## src/rtl/lzc_pkg.sv

```systemverilog
// Shared types and width helper for the pipelined leading/trailing zero/one counter.
package lzc_pkg;
  typedef enum logic [1:0] {CLZ = 2'b00, CTZ = 2'b01, CLO = 2'b10, CTO = 2'b11} lzc_mode_t;

  function automatic int cnt_w(input int w);
    return $clog2(w + 1);
  endfunction
endpackage

```

## src/rtl/lzc_pipe_if.sv

```systemverilog
// Operand/result handshake bundle for lzc_pipe.
interface lzc_pipe_if
  import lzc_pkg::*;
#(
  parameter int WIDTH = 32,
  parameter int TAGW  = 4
);
  localparam int CW = cnt_w(WIDTH);

  logic             InValid;
  logic             InReady;
  logic [WIDTH-1:0] InNum;
  lzc_mode_t        InMode;
  logic [TAGW-1:0]  InTag;
  logic             OutValid;
  logic             OutReady;
  logic [CW-1:0]    OutCnt;
  logic             OutAll;
  logic [TAGW-1:0]  OutTag;

  modport master (output InValid, InNum, InMode, InTag, OutReady,
                  input  InReady, OutValid, OutCnt, OutAll, OutTag);
  modport slave  (input  InValid, InNum, InMode, InTag, OutReady,
                  output InReady, OutValid, OutCnt, OutAll, OutTag);
endinterface

```

## src/rtl/lzc_tree.sv

```systemverilog
// Combinational recursive leading-zero counter; splits the operand in halves down to single bits.
module lzc_tree
  import lzc_pkg::*;
#(
  parameter int WIDTH = 8
) (
  input  logic [WIDTH-1:0]        num,
  output logic [cnt_w(WIDTH)-1:0] cnt,
  output logic                    zero
);
  if (WIDTH == 1) begin : g_leaf
    assign cnt  = ~num;
    assign zero = ~num[0];
  end else begin : g_node
    localparam int CW = cnt_w(WIDTH);
    localparam int WH = (WIDTH + 1) / 2;
    localparam int WL = WIDTH - WH;

    logic [cnt_w(WH)-1:0] cnt_h;
    logic [cnt_w(WL)-1:0] cnt_l;
    logic                 z_h, z_l;

    lzc_tree #(.WIDTH(WH)) u_hi (.num(num[WIDTH-1 -: WH]), .cnt(cnt_h), .zero(z_h));
    lzc_tree #(.WIDTH(WL)) u_lo (.num(num[WL-1:0]),        .cnt(cnt_l), .zero(z_l));

    assign zero = z_h & z_l;
    assign cnt  = z_h ? CW'(WH) + CW'(cnt_l) : CW'(cnt_h);
  end
endmodule

```

## src/rtl/lzc_pipe.sv

```systemverilog
// Pipelined CLZ/CTZ/CLO/CTO unit with valid/ready back-pressure and a side-band tag.
// Modes are folded into a plain CLZ by inverting/reversing before the first register.
module lzc_pipe
  import lzc_pkg::*;
#(
  parameter int WIDTH  = 32,
  parameter int CHUNK  = 8,
  parameter int STAGES = 2,
  parameter int TAGW   = 4
) (
  input  logic     clk,
  input  logic     reset,
  lzc_pipe_if.slave io
);
  localparam int CW = cnt_w(WIDTH);

  if (WIDTH % CHUNK != 0) begin : g_bad_chunk
    $error("lzc_pipe: WIDTH must be a multiple of CHUNK");
  end
  if (!(STAGES == 1 || STAGES == 2)) begin : g_bad_stages
    $error("lzc_pipe: STAGES must be 1 or 2");
  end

  logic [WIDTH-1:0] inv, opd;
  always_comb begin
    inv = io.InMode[1] ? ~io.InNum : io.InNum;
    opd = inv;
    if (io.InMode[0])
      for (int b = 0; b < WIDTH; b++) opd[b] = inv[WIDTH-1-b];
  end

  // rdy[i] is the load enable of stage i; rdy[STAGES+1] is the consumer.
  logic [STAGES:1]   vld_pipe;
  logic [STAGES:0]   vld_shift;
  logic [STAGES+1:1] rdy;
  assign vld_shift = {vld_pipe, io.InValid};

  always_comb begin
    rdy = '0;
    rdy[STAGES+1] = io.OutReady;
    for (int i = STAGES; i >= 1; i--) rdy[i] = ~vld_pipe[i] | rdy[i+1];
  end

  assign io.InReady = rdy[1] & ~reset;

  logic [CW-1:0]   cnt_d, out_cnt;
  logic            all_d, out_all;
  logic [TAGW-1:0] tag_d, out_tag;

  if (STAGES == 1) begin : g_s1
    lzc_tree #(.WIDTH(WIDTH)) u_tree (.num(opd), .cnt(cnt_d), .zero(all_d));
    assign tag_d = io.InTag;
  end else begin : g_s2
    localparam int NCH = WIDTH / CHUNK;
    localparam int CCW = cnt_w(CHUNK);

    logic [NCH-1:0][CCW-1:0] ch_cnt_d, ch_cnt_q;
    logic [NCH-1:0]          ch_z_d, ch_z_q;
    logic [TAGW-1:0]         tag_q;

    // Chunk k = 0 is the most significant segment.
    for (genvar k = 0; k < NCH; k++) begin : g_chunk
      lzc_tree #(.WIDTH(CHUNK)) u_tree (
        .num (opd[WIDTH-1-k*CHUNK -: CHUNK]),
        .cnt (ch_cnt_d[k]),
        .zero(ch_z_d[k])
      );
    end

    always_ff @(posedge clk) begin
      if (reset) begin
        ch_cnt_q <= '0;
        ch_z_q   <= '0;
        tag_q    <= '0;
      end else if (rdy[1] && io.InValid) begin
        ch_cnt_q <= ch_cnt_d;
        ch_z_q   <= ch_z_d;
        tag_q    <= io.InTag;
      end
    end

    logic found;
    always_comb begin
      cnt_d = '0;
      found = 1'b0;
      for (int k = 0; k < NCH; k++) begin
        if (!found) begin
          if (ch_z_q[k]) cnt_d = cnt_d + CW'(CHUNK);
          else begin
            cnt_d = cnt_d + CW'(ch_cnt_q[k]);
            found = 1'b1;
          end
        end
      end
    end

    assign all_d = &ch_z_q;
    assign tag_d = tag_q;
  end

  always_ff @(posedge clk) begin
    if (reset) begin
      vld_pipe <= '0;
      out_cnt  <= '0;
      out_all  <= 1'b0;
      out_tag  <= '0;
    end else begin
      for (int i = 1; i <= STAGES; i++)
        if (rdy[i]) vld_pipe[i] <= vld_shift[i-1];
      if (rdy[STAGES] && vld_shift[STAGES-1]) begin
        out_cnt <= cnt_d;
        out_all <= all_d;
        out_tag <= tag_d;
      end
    end
  end

  assign io.OutValid = vld_pipe[STAGES];
  assign io.OutCnt   = out_cnt;
  assign io.OutAll   = out_all;
  assign io.OutTag   = out_tag;
endmodule

```

## src/flat_wrapper.sv

```systemverilog
// flat-port wrapper written by rule: the top's interface ports become plain ports
module lzc_pipe_flat import lzc_pkg::*;
#(
  parameter int WIDTH  = 32,
  parameter int CHUNK  = 8,
  parameter int STAGES = 2,
  parameter int TAGW   = 4
)
  (clk, reset, io_InValid, io_InNum, io_InMode, io_InTag, io_OutReady, io_InReady, io_OutValid, io_OutCnt, io_OutAll, io_OutTag);
  lzc_pipe_if #(.WIDTH(WIDTH), .TAGW(TAGW)) io_i ();
  input  logic clk;
  input  logic reset;
  input wire logic [$bits(io_i.InValid)-1:0] io_InValid;
  input wire logic [$bits(io_i.InNum)-1:0] io_InNum;
  input wire logic [$bits(io_i.InMode)-1:0] io_InMode;
  input wire logic [$bits(io_i.InTag)-1:0] io_InTag;
  input wire logic [$bits(io_i.OutReady)-1:0] io_OutReady;
  output wire logic [$bits(io_i.InReady)-1:0] io_InReady;
  output wire logic [$bits(io_i.OutValid)-1:0] io_OutValid;
  output wire logic [$bits(io_i.OutCnt)-1:0] io_OutCnt;
  output wire logic [$bits(io_i.OutAll)-1:0] io_OutAll;
  output wire logic [$bits(io_i.OutTag)-1:0] io_OutTag;
  assign io_i.InValid = io_InValid;
  assign io_i.InNum = io_InNum;
  assign io_i.InMode = io_InMode;
  assign io_i.InTag = io_InTag;
  assign io_i.OutReady = io_OutReady;
  assign io_InReady = io_i.InReady;
  assign io_OutValid = io_i.OutValid;
  assign io_OutCnt = io_i.OutCnt;
  assign io_OutAll = io_i.OutAll;
  assign io_OutTag = io_i.OutTag;
  lzc_pipe #(.WIDTH(WIDTH), .CHUNK(CHUNK), .STAGES(STAGES), .TAGW(TAGW)) u_core (.clk(clk), .reset(reset), .io(io_i));
endmodule
```

## config.mk

```make
export PLATFORM = sky130hd
export DESIGN_NAME = lzc_pipe_flat
export DESIGN_NICKNAME = d
export VERILOG_FILES = /design/src/rtl/lzc_pkg.sv /design/src/rtl/lzc_pipe_if.sv /design/src/rtl/lzc_tree.sv /design/src/rtl/lzc_pipe.sv /design/src/flat_wrapper.sv
export SDC_FILE = /design/constraint.sdc
export NUM_CORES = 1
export LEC_CHECK = 0
export BUFFER_PORTS_ARGS = -buffer_cell sky130_fd_sc_hd__buf_4
export CORE_UTILIZATION = 55
export DETAILED_ROUTE_END_ITERATION = 8
export PLACE_DENSITY = 0.8
export SYNTH_ARGS = -nofsm -noshare
export SYNTH_HDL_FRONTEND = slang
export SYNTH_SLANG_ARGS = --single-unit
```

## constraint.sdc

```tcl
create_clock -name clk -period 4.6 [get_ports clk]
set_clock_uncertainty 0.05 [all_clocks]
set_input_delay 0.46 -clock clk [delete_from_list [all_inputs] [get_ports clk]]
set_output_delay 0.46 -clock clk [all_outputs]
set_load 0.02 [all_outputs]
```

==> impl_results.md <==
- Antenna Cells: 0
- Count of warnings emitted by yosys: 0
- RSZ-0062 raised after global routing: no
- WP data arrival: 4.33 ns
- Post-Syn Instances: 441
- Hpwl dp: 6070 µm
- CP delay by family, top: compound AO/OA/AOI/OAI gates
- Placed Instances: 545
- Sinks on the clock net: 33
- Slew Viols, Final: 0
- DR WL/cell: 14.1 µm
- Crit path launch type: register
- I/O pins: 55
- Final hold viol count: 0
- Synth Net Count: 502
- Multi-input combinational cell area: 2290 µm²
- Worst Path Buf+Inv: 1
- HP Class: primary input to register
- Final Non-Filler Cells: 553
- Clock transition at the registers of the reported paths: 0.07 ns
- Chip height: 77.9 µm
- Hold Crit Start: io_InValid
- Outcome: finished clean
- Leak Pwr: 0.00155 µW
- Crit path kind: register to register
- Worst vdd ir: 130 µV
- Ys flop type: dfxtp_1
- Max Clock Freq: 239 MHz
- Largest net degree at the start of global routing: 49
- Register area share after synthesis: 0.209
- Drt total wl: 7810 µm
- Crit path time final: 4.18 ns
- Via count: 3330
- Critical Path Start: u_core.g_s2.ch_z_q[0]
- Worst path cell trace: and2b_2 > ha_1 > inv_1 > fa_1 > o21ai_1 > ha_1 > a21oi_1 > o21ai_0 > a21oi_1 > nand2b_1 > a31oi_1 > ha_1 > o21a_1 > a21oi_1 > or3_1 > nor3_2 > mux2i_1 > nor4_2
- DR vias/cell: 6.02
- Clock Path Buffers: 2
- Starting density of the core: 0.572
- Flip-flop and latch area: 661 µm²
- PD cells: 198 nW/µm²
- Vias in the first global route: 2958
- Clock Tree Root: clkbuf_8
- Die X: 77.9 µm
- Synthesized area per cell: 7.18 µm²
- Unique masters post-synth: 57
- Synth Cell Area: 3170 µm²
- H-tree levels: 2
- Crit Reg-Reg Startpoint: u_core.g_s2.ch_z_q[0]
- Num CTS Buffers: 5
- Area contributors post-synth: dfxtp_1, a21oi_1, ha_1
- Worst EP required: 4.75 ns
- Layout cells sized above 1: 0.166
- Gpl congestion: 0.875
- Final #Nets: 541
- Number of register bits inferred by synthesis: 33
- DR pass1 iterations: 4
- First-pass GRT wire length: 13100 µm
- FP Rows: 27
- Initial antenna violation count: 0
- Drt initial violations: 151
- CTS tree: done
- Die ar.: 6070 µm²
- Filler Cells Inserted: 506
- Slew HR: 0.363
- Final Cycle Share: 0.908
- Worst-path fanout max: 10
- Antenna viol nets, final: 0
- Post-CTS Setup Inserts: 0
- Post-cts gate resize count: 0
- GRT Util Overall: 0.269
- Core Area: 5540 µm²
- CP peak stage delay: 0.48 ns
- Grt total ovfl: 0
- Post-Route Setup TNS: 0 ns
- Slowest cell on the critical path: dfxtp_1
- CP Capture Type: register
- Max-cap violation count: 0
- I/O Buffers: 54
- Clock Latency Late Sink: 0.29 ns
- Area leader, netlist: dfxtp_1
- # hold bufs at CTS: 0
- DRC viols: 0
- Layout Area Growth over Synthesis: 15.0%
- Top cell type's share of synthesized area: 0.209
- Synth async-reset ratio: 0
- Post-synth EDFFs: 0
- Final setup fails: 0
- Slew at the pin closest to its max-slew limit: 0.953 ns
-- tightest hold or removal path: stages --
cell and delay [ns]:
buf_4 0.09, a21oi_1 0.03, nor2_1 0.07
-- layer usage --
metal  vias to the layer above  GRT usage  part of all wire
met5                         -          0                 0
met4                         0      0.123             0.028
met3                        19     0.0365             0.043
met2                       103      0.450              0.48
met1                      1547      0.342              0.45
li1                       1661          -                 -
-- final timing paths --
check | cells after the start | slack, ns | end
max | 18 | 0.42 | u_core.io.OutCnt[5]
min | 3 | 0.35 | u_core.vld_pipe[1]
max reg2reg | 18 | 0.42 | u_core.io.OutCnt[5]
min reg2reg | 2 | 0.39 | u_core.g_s2.ch_cnt_q[0]
-- final cells by class --
| cell class | count | share of cell area |
|---|---|---|
| clock inverters | 2 | 0.00275 |
| inverters | 31 | 0.0320 |
| multi-input cells | 355 | 0.628 |
| well taps | 72 | 0.0247 |
| repair buffers | 54 | 0.111 |
| clock buffers | 6 | 0.0199 |
| flip-flops and latches | 33 | 0.181 |
-- cells by family after synthesis --
family          share of synthesized area
compound gates                      0.269
xor+xnor                           0.0111
fa+ha+maj                          0.0822
buf+inv                            0.0695
flops                               0.209
mux                                0.0861
simple gates                        0.273
-- power by group --
| part | switching (µW) | leakage, µW | total [µW] | internal, µW |
|---|---|---|---|---|
| combinational | 115 | 0.00123 | 203 | 88.1 |
| sequential | 7.53 | 0.000269 | 304 | 297 |
| clock | 107 | 0.0000450 | 212 | 105 |
-- through the flow --
stage / util / setup slack (ns) / hold slack [ns] / power [µW] / instance area [µm²]
2_1_floorplan: - / 0.883 / 0.359 / 438 / 3170
3_3_place_gp: 0.642 / 0.671 / 0.385 / 505 / 3560
3_5_place_dp: 0.642 / 0.462 / 0.382 / 512 / 3560
4_1_cts: 0.657 / 0.422 / 0.351 / 720 / 3640
5_1_grt: 0.657 / 0.148 / 0.366 / 759 / 3640
6_report: 0.657 / 0.422 / 0.348 / 720 / 3640
-- sequential cells by signal, summed over array words and instances (netlist names) --
name and count:
u_core.vld_pipe 2, u_core.g_s2.tag_q 4, u_core.io.OutCnt 6, u_core.g_s2.ch_cnt_q 12
u_core.io.OutAll 1, u_core.io.OutTag 4, u_core.g_s2.ch_z_q 4
-- Yosys cell counts, types with 10 or more instances --
cell / count
a211oi_1: 11
a21oi_1: 46
and2_1: 12
clkbuf_1: 14
dfxtp_1: 33
ha_1: 16
inv_1: 30
nand2_1: 45
nand2b_1: 10
nand3_1: 11
nor2_1: 51
nor3_1: 14
o21ai_0: 30
-- cell usage in the layout (no fill, tap or decap), drive strengths merged, types with 12 or more instances in the layout --
cell type	n
nor2	51
buf	54
a21oi	46
inv	31
and2	12
o21ai	31
nor3	15
nand2	45
ha	16
dfxtp	33
Power figures use the tool's default switching activity.
